[src/rtl/pll_lock_ctrl.sv]
// PLL lock controller: measures CLK cycles per Ref_Clk period and walks
// IDLE -> SETTLE -> ACQUIRE -> LOCKED, with a sticky lock-loss flag.
module pll_lock_ctrl #(
    parameter int MULT     = 50,
    parameter int TOL      = 2,
    parameter int CNT_W    = 8,
    parameter int SETTLE   = 4,
    parameter int LOCK_N   = 4,
    parameter int UNLOCK_N = 2,
    parameter int TIMEOUT  = 200
) (
    input  logic             CLK,
    input  logic             RST,
    input  logic             Ref_Clk,
    input  logic             pll_en,
    input  logic             clr_lost,
    output logic             locked,
    output logic             lock_lost,
    output logic [CNT_W-1:0] meas_count,
    output logic             meas_valid,
    output logic [1:0]       state
);

    localparam int SET_W  = $clog2(SETTLE + 1);
    localparam int GOOD_W = $clog2(LOCK_N + 1);
    localparam int BAD_W  = $clog2(UNLOCK_N + 1);

    localparam logic [CNT_W-1:0]  WIN_LO      = CNT_W'(MULT - TOL);
    localparam logic [CNT_W-1:0]  WIN_HI      = CNT_W'(MULT + TOL);
    localparam logic [CNT_W-1:0]  TMO         = CNT_W'(TIMEOUT);
    localparam logic [CNT_W-1:0]  CNT_MAX     = {CNT_W{1'b1}};
    localparam logic [SET_W-1:0]  SETTLE_LAST = SET_W'(SETTLE - 1);
    localparam logic [SET_W-1:0]  SET_MAX     = {SET_W{1'b1}};
    localparam logic [GOOD_W-1:0] GOOD_LAST   = GOOD_W'(LOCK_N - 1);
    localparam logic [GOOD_W-1:0] GOOD_MAX    = {GOOD_W{1'b1}};
    localparam logic [BAD_W-1:0]  BAD_LAST    = BAD_W'(UNLOCK_N - 1);
    localparam logic [BAD_W-1:0]  BAD_MAX     = {BAD_W{1'b1}};

    typedef enum logic [1:0] {
        ST_IDLE    = 2'd0,
        ST_SETTLE  = 2'd1,
        ST_ACQUIRE = 2'd2,
        ST_LOCKED  = 2'd3
    } state_t;

    state_t              state_q, state_d;
    logic                ref_s1, ref_s2, ref_s3, ref_edge;
    logic [CNT_W-1:0]    cnt_q, cnt_d;
    logic                first_q, first_d;
    logic [SET_W-1:0]    settle_q, settle_d;
    logic [GOOD_W-1:0]   good_q, good_d;
    logic [BAD_W-1:0]    bad_q, bad_d;
    logic                lost_d;
    logic                win_edge, win_tmo, win_valid, win_good;
    logic [CNT_W-1:0]    win_meas;

    // Ref_Clk is asynchronous: two sync flops, a delay flop and a registered edge pulse.
    always_ff @(posedge CLK or negedge RST) begin
        if (!RST) begin
            ref_s1   <= 1'b0;
            ref_s2   <= 1'b0;
            ref_s3   <= 1'b0;
            ref_edge <= 1'b0;
        end else begin
            ref_s1   <= Ref_Clk;
            ref_s2   <= ref_s1;
            ref_s3   <= ref_s2;
            ref_edge <= ref_s2 & ~ref_s3;
        end
    end

    // The first edge after leaving IDLE closes a partial period and yields no window.
    assign win_edge  = ref_edge && first_q;
    assign win_tmo   = !ref_edge && (cnt_q == TMO);
    assign win_valid = (state_q != ST_IDLE) && (win_edge || win_tmo);
    assign win_meas  = ref_edge ? cnt_q : TMO;
    assign win_good  = win_edge && (cnt_q >= WIN_LO) && (cnt_q <= WIN_HI);

    always_comb begin
        state_d  = state_q;
        cnt_d    = cnt_q;
        first_d  = first_q;
        settle_d = settle_q;
        good_d   = good_q;
        bad_d    = bad_q;
        lost_d   = lock_lost;

        if (clr_lost) lost_d = 1'b0;

        if (state_q == ST_IDLE)      cnt_d = '0;
        else if (ref_edge || win_tmo) cnt_d = CNT_W'(1);
        else if (cnt_q != CNT_MAX)   cnt_d = cnt_q + CNT_W'(1);

        if (ref_edge && (state_q != ST_IDLE)) first_d = 1'b1;

        case (state_q)
            ST_IDLE: begin
                if (pll_en) state_d = ST_SETTLE;
            end
            ST_SETTLE: begin
                if (ref_edge) begin
                    if (settle_q == SETTLE_LAST) begin
                        state_d = ST_ACQUIRE;
                        good_d  = '0;
                    end
                    if (settle_q != SET_MAX) settle_d = settle_q + SET_W'(1);
                end
            end
            ST_ACQUIRE: begin
                if (win_valid) begin
                    if (win_good) begin
                        if (good_q == GOOD_LAST) begin
                            state_d = ST_LOCKED;
                            bad_d   = '0;
                        end
                        if (good_q != GOOD_MAX) good_d = good_q + GOOD_W'(1);
                    end else begin
                        good_d = '0;
                    end
                end
            end
            ST_LOCKED: begin
                if (win_valid) begin
                    if (win_good) begin
                        bad_d = '0;
                    end else if (bad_q == BAD_LAST) begin
                        // Set beats a same-cycle clr_lost.
                        state_d = ST_ACQUIRE;
                        good_d  = '0;
                        bad_d   = '0;
                        lost_d  = 1'b1;
                    end else if (bad_q != BAD_MAX) begin
                        bad_d = bad_q + BAD_W'(1);
                    end
                end
            end
            default: state_d = ST_IDLE;
        endcase

        if (!pll_en) begin
            state_d  = ST_IDLE;
            cnt_d    = '0;
            first_d  = 1'b0;
            settle_d = '0;
            good_d   = '0;
            bad_d    = '0;
        end
    end

    always_ff @(posedge CLK or negedge RST) begin
        if (!RST) begin
            state_q    <= ST_IDLE;
            cnt_q      <= '0;
            first_q    <= 1'b0;
            settle_q   <= '0;
            good_q     <= '0;
            bad_q      <= '0;
            lock_lost  <= 1'b0;
            meas_count <= '0;
            meas_valid <= 1'b0;
        end else begin
            state_q    <= state_d;
            cnt_q      <= cnt_d;
            first_q    <= first_d;
            settle_q   <= settle_d;
            good_q     <= good_d;
            bad_q      <= bad_d;
            lock_lost  <= lost_d;
            meas_valid <= win_valid;
            if (win_valid) meas_count <= win_meas;
        end
    end

    assign locked = (state_q == ST_LOCKED);
    assign state  = state_q;

endmodule

[config.mk]
export PLATFORM = sky130hd
export DESIGN_NAME = pll_lock_ctrl
export DESIGN_NICKNAME = d
export VERILOG_FILES = /design/src/rtl/pll_lock_ctrl.sv
export SDC_FILE = /design/constraint.sdc
export NUM_CORES = 1
export LEC_CHECK = 0
export CAP_MARGIN = 25
export CORE_MARGIN = 3
export CORE_UTILIZATION = 60
export DETAILED_ROUTE_END_ITERATION = 8
export PLACE_DENSITY = 0.84
export SYNTH_ARGS = -nofsm -noshare
export SYNTH_HDL_FRONTEND = slang
export SYNTH_SLANG_ARGS = --single-unit
[constraint.sdc]
create_clock -name CLK -period 5.3 [get_ports CLK]
set_clock_uncertainty 0.15 [all_clocks]
set_input_delay 1.06 -clock CLK [delete_from_list [all_inputs] [get_ports CLK]]
set_output_delay 1.06 -clock CLK [all_outputs]
set_load 0.1 [all_outputs]
==> flow_summary.toml <==
[clocking]
htreeDepth = 2
clkLatencyLatePin_ns = 0.34
cts_root_buf = "clkbuf_4"
clock_sinks = 33
cts_made_buffers = 5
cts_buffer_depth = 2
ctsResizeCount = 0
cts_tree = "built"
cts_hold_buf = 0
path_clk_slew_ns = 0.10
postCtsSetupRepairBufs = 0

[timing]
relSlewSlack_pct = 33.9
finalSetupTns_ns = 0
hold_slack_ns = 0.207
hold_viol = 0
rsz0062_at_grt = "no"
max_freq_mhz = 290
timing.final.max_slew_violations = 0
worst_slew_pin_slew_ns = 0.988
layout_min_cycle_time_ns = 3.45
finalSetupViolCount = 0
layout_worst_path_cycle_share_pct = 65.1

[power_and_ir_drop]
vdd_drop_max_v = 0.000437
power_density_nw_per_um2 = 430
combPwrFrac_pct = 47.9
p_sw_share_pct = 47.4
p_sw_w = 0.000405
static-leakage-power_nw = 0.884
intPower_w = 0.000450
p_clk_share_pct = 16.2
power_w = 0.000855
power.share.sequential_pct = 36.0

[finish]
mostFrequentLayoutCell = "dfrtp_1"
final_cell_mix = "dfrtp_1 (33), clkdlybuf4s50_1 (17), nand2_1 (13)"
num-nets-final = 198
antenna_cells = 0
drive_gt1_share_pct = 12.1
synthToLayoutAreaGrowth_pct = 14.4

[floorplanning]
fp.coreArea_sq_um = 2610
die_w_microns = 59.9
initial_core_util_pct = 66.6
row_count = 18
die_h_microns = 59.9
die_area_sq_um = 3580
pin_count = 18

[setup_path]
worstPathMaxFanout = 6
cp_top_family = "buffers and inverters"
crit_path_top_delay_cell = "clkdlybuf4s50_1"
cp-start-kind = "flip-flop"
cp.required_ns = 4.09
worstPathCellList = "ha_1 -> clkdlybuf4s50_1"
cp-startpoint = "state[1]"
cp_slowest_stage_delay_ns = 1.18
cp.arrival_ns = 2.24
crit-reg2reg-launch = "cnt_q[0]"
worst-path-buf-inv = 1
cp-end-kind = "output pin"
worst-setup-path-type = "reg -> out"

[place]
dp_hpwl_mm = 2.30
port_buffers = 17
gp_congestion = 0.856

[routing]
vias = 1248
drcViolationCount = 0
post_drt_via_cell_ratio = 5.89
wl_per_cell_microns = 15.2
wirelength_mm = 3.22
drt_pass1_iterations = 5
ant_nets = 0
first_iter_violations = 27

[global_route]
grt_overflow = 0
grt_pass1_vias = 1214
grt_pass1_wl_mm = 5.44
grt_max_degree = 34
grt.total_usage_pct = 20.5
antenna_found_initial = 0

[logic_synthesis]
ys_warn_count = 0
syn_avg_cell_area_sq_um = 10.9
netlist_area_sq_um = 1740
post_synth_num_cell_types = 45
async_reset_ff_share_pct = 100
syn_nets = 176
yosysTopAreaCellShare_pct = 47.4
synthTopCellsByArea = "dfrtp_1 (47%), ha_1 (8.6%), nand2_1 (2.8%), mux2_4 (2.6%), inv_1 (2.4%)"
synth_edf_count = 0
syn_inst = 159
synthFlopType = "dfrtp_1"
synth-seq-cells = 33
ys_seq_area_share_pct = 47.4
yosys.area.top_type = "dfrtp_1"

[worst_hold_path]
hp-class = "reg -> reg"
worstHoldStart = "ref_s1"

[run]
maxCapViolCount = 0

[status]
outcome = "complete, no violations"
cells in the mapped netlist (3+ instances only):
master and n:
a22o_1 3, nand4_1 4, ha_1 12, nor2_1 11, a21oi_1 3, mux2_4 3, nor3b_1 3, nand2_1 13
mux2i_1 4, inv_1 11, nor2b_1 5, nand3_1 4, o21ai_0 6, a31oi_1 3, dfrtp_1 33, xnor2_1 3
and2_1 3
worst register-to-register path: stages (launching register included):
cell and delay (ns):
dfrtp_1 0.44, inv_1 0.13, ha_1 0.17, and2b_2 0.25, o31ai_2 0.32, a31oi_1 0.20
nand3_2 0.18, mux2_4 0.31
sequential cells by signal (all words and copies together) (netlist names):
name / cells
cnt_q: 8
meas_count: 8
good_q: 3
settle_q: 3
bad_q: 2
state: 2
first_q: 1
lock_lost: 1
meas_valid: 1
ref_edge: 1
ref_s1: 1
ref_s2: 1
ref_s3: 1
cell type report:
cell class	count	area, sq um
Tap cell	30	37.5
Fill cell	193	622
Clock buffer	5	37.5
Clock inverter	3	17.5
Multi-Input combinational cell	111	850
Timing Repair Buffer	18	178
Sequential cell	33	826
Inverter	12	45.0
worst paths after layout:
check	endpoint	slack (ns)	cells after the start
worst max-delay path	locked	1.85	2
worst min-delay path	ref_s2	0.21	0
worst max register to register	good_q[2]	3.04	7
worst min register to register	ref_s2	0.21	0
max in group asynchronous	cnt_q[6]	3.73	2
min in group asynchronous	cnt_q[0]	0.95	2
layer usage:
layer  up-vias  wire length, microns  track usage [%]
met5         -                     0                0
met4         0                    59             8.86
met3         9                   206             4.75
met2        40                  1540             33.0
met1       602                  1410             26.3
li1        597                     -                -
cells by family after synthesis:
kind of cell	Yosys count	share of synthesized area (%)
AOI/OAI and AO/OA	28	12.0
xor gates and xnor gates	4	2.01
adders and majority gates	12	8.63
buffers and inverters	15	3.74
DFF	33	47.4
muxes	7	4.89
and+or+nand+nor	60	21.3
stage by stage:
step                setup slack (ns)  instances  cell area (sq um)  util, %
finish                          1.85        212               1990     76.2
global route                    1.72        212               1990     76.2
CTS                             1.83        212               1990     76.2
detailed placement              2.20        204               1940     74.1
global placement                2.25        204               1940     74.1
floorplan                       2.10        159               1740        -
power groups by stage:
stage	Sequential (W)	Clock, W	Combinational, W
after CTS	0.000308	0.000143	0.000411
after detailed placement	0.000313	0	0.000407
after global routing	0.000312	0.000153	0.000433
final	0.000308	0.000138	0.000410
after floorplan	0.000475	0	0.000153
after global placement	0.000311	0	0.000400
No activity file was read; power rests on OpenSTA's default activity.
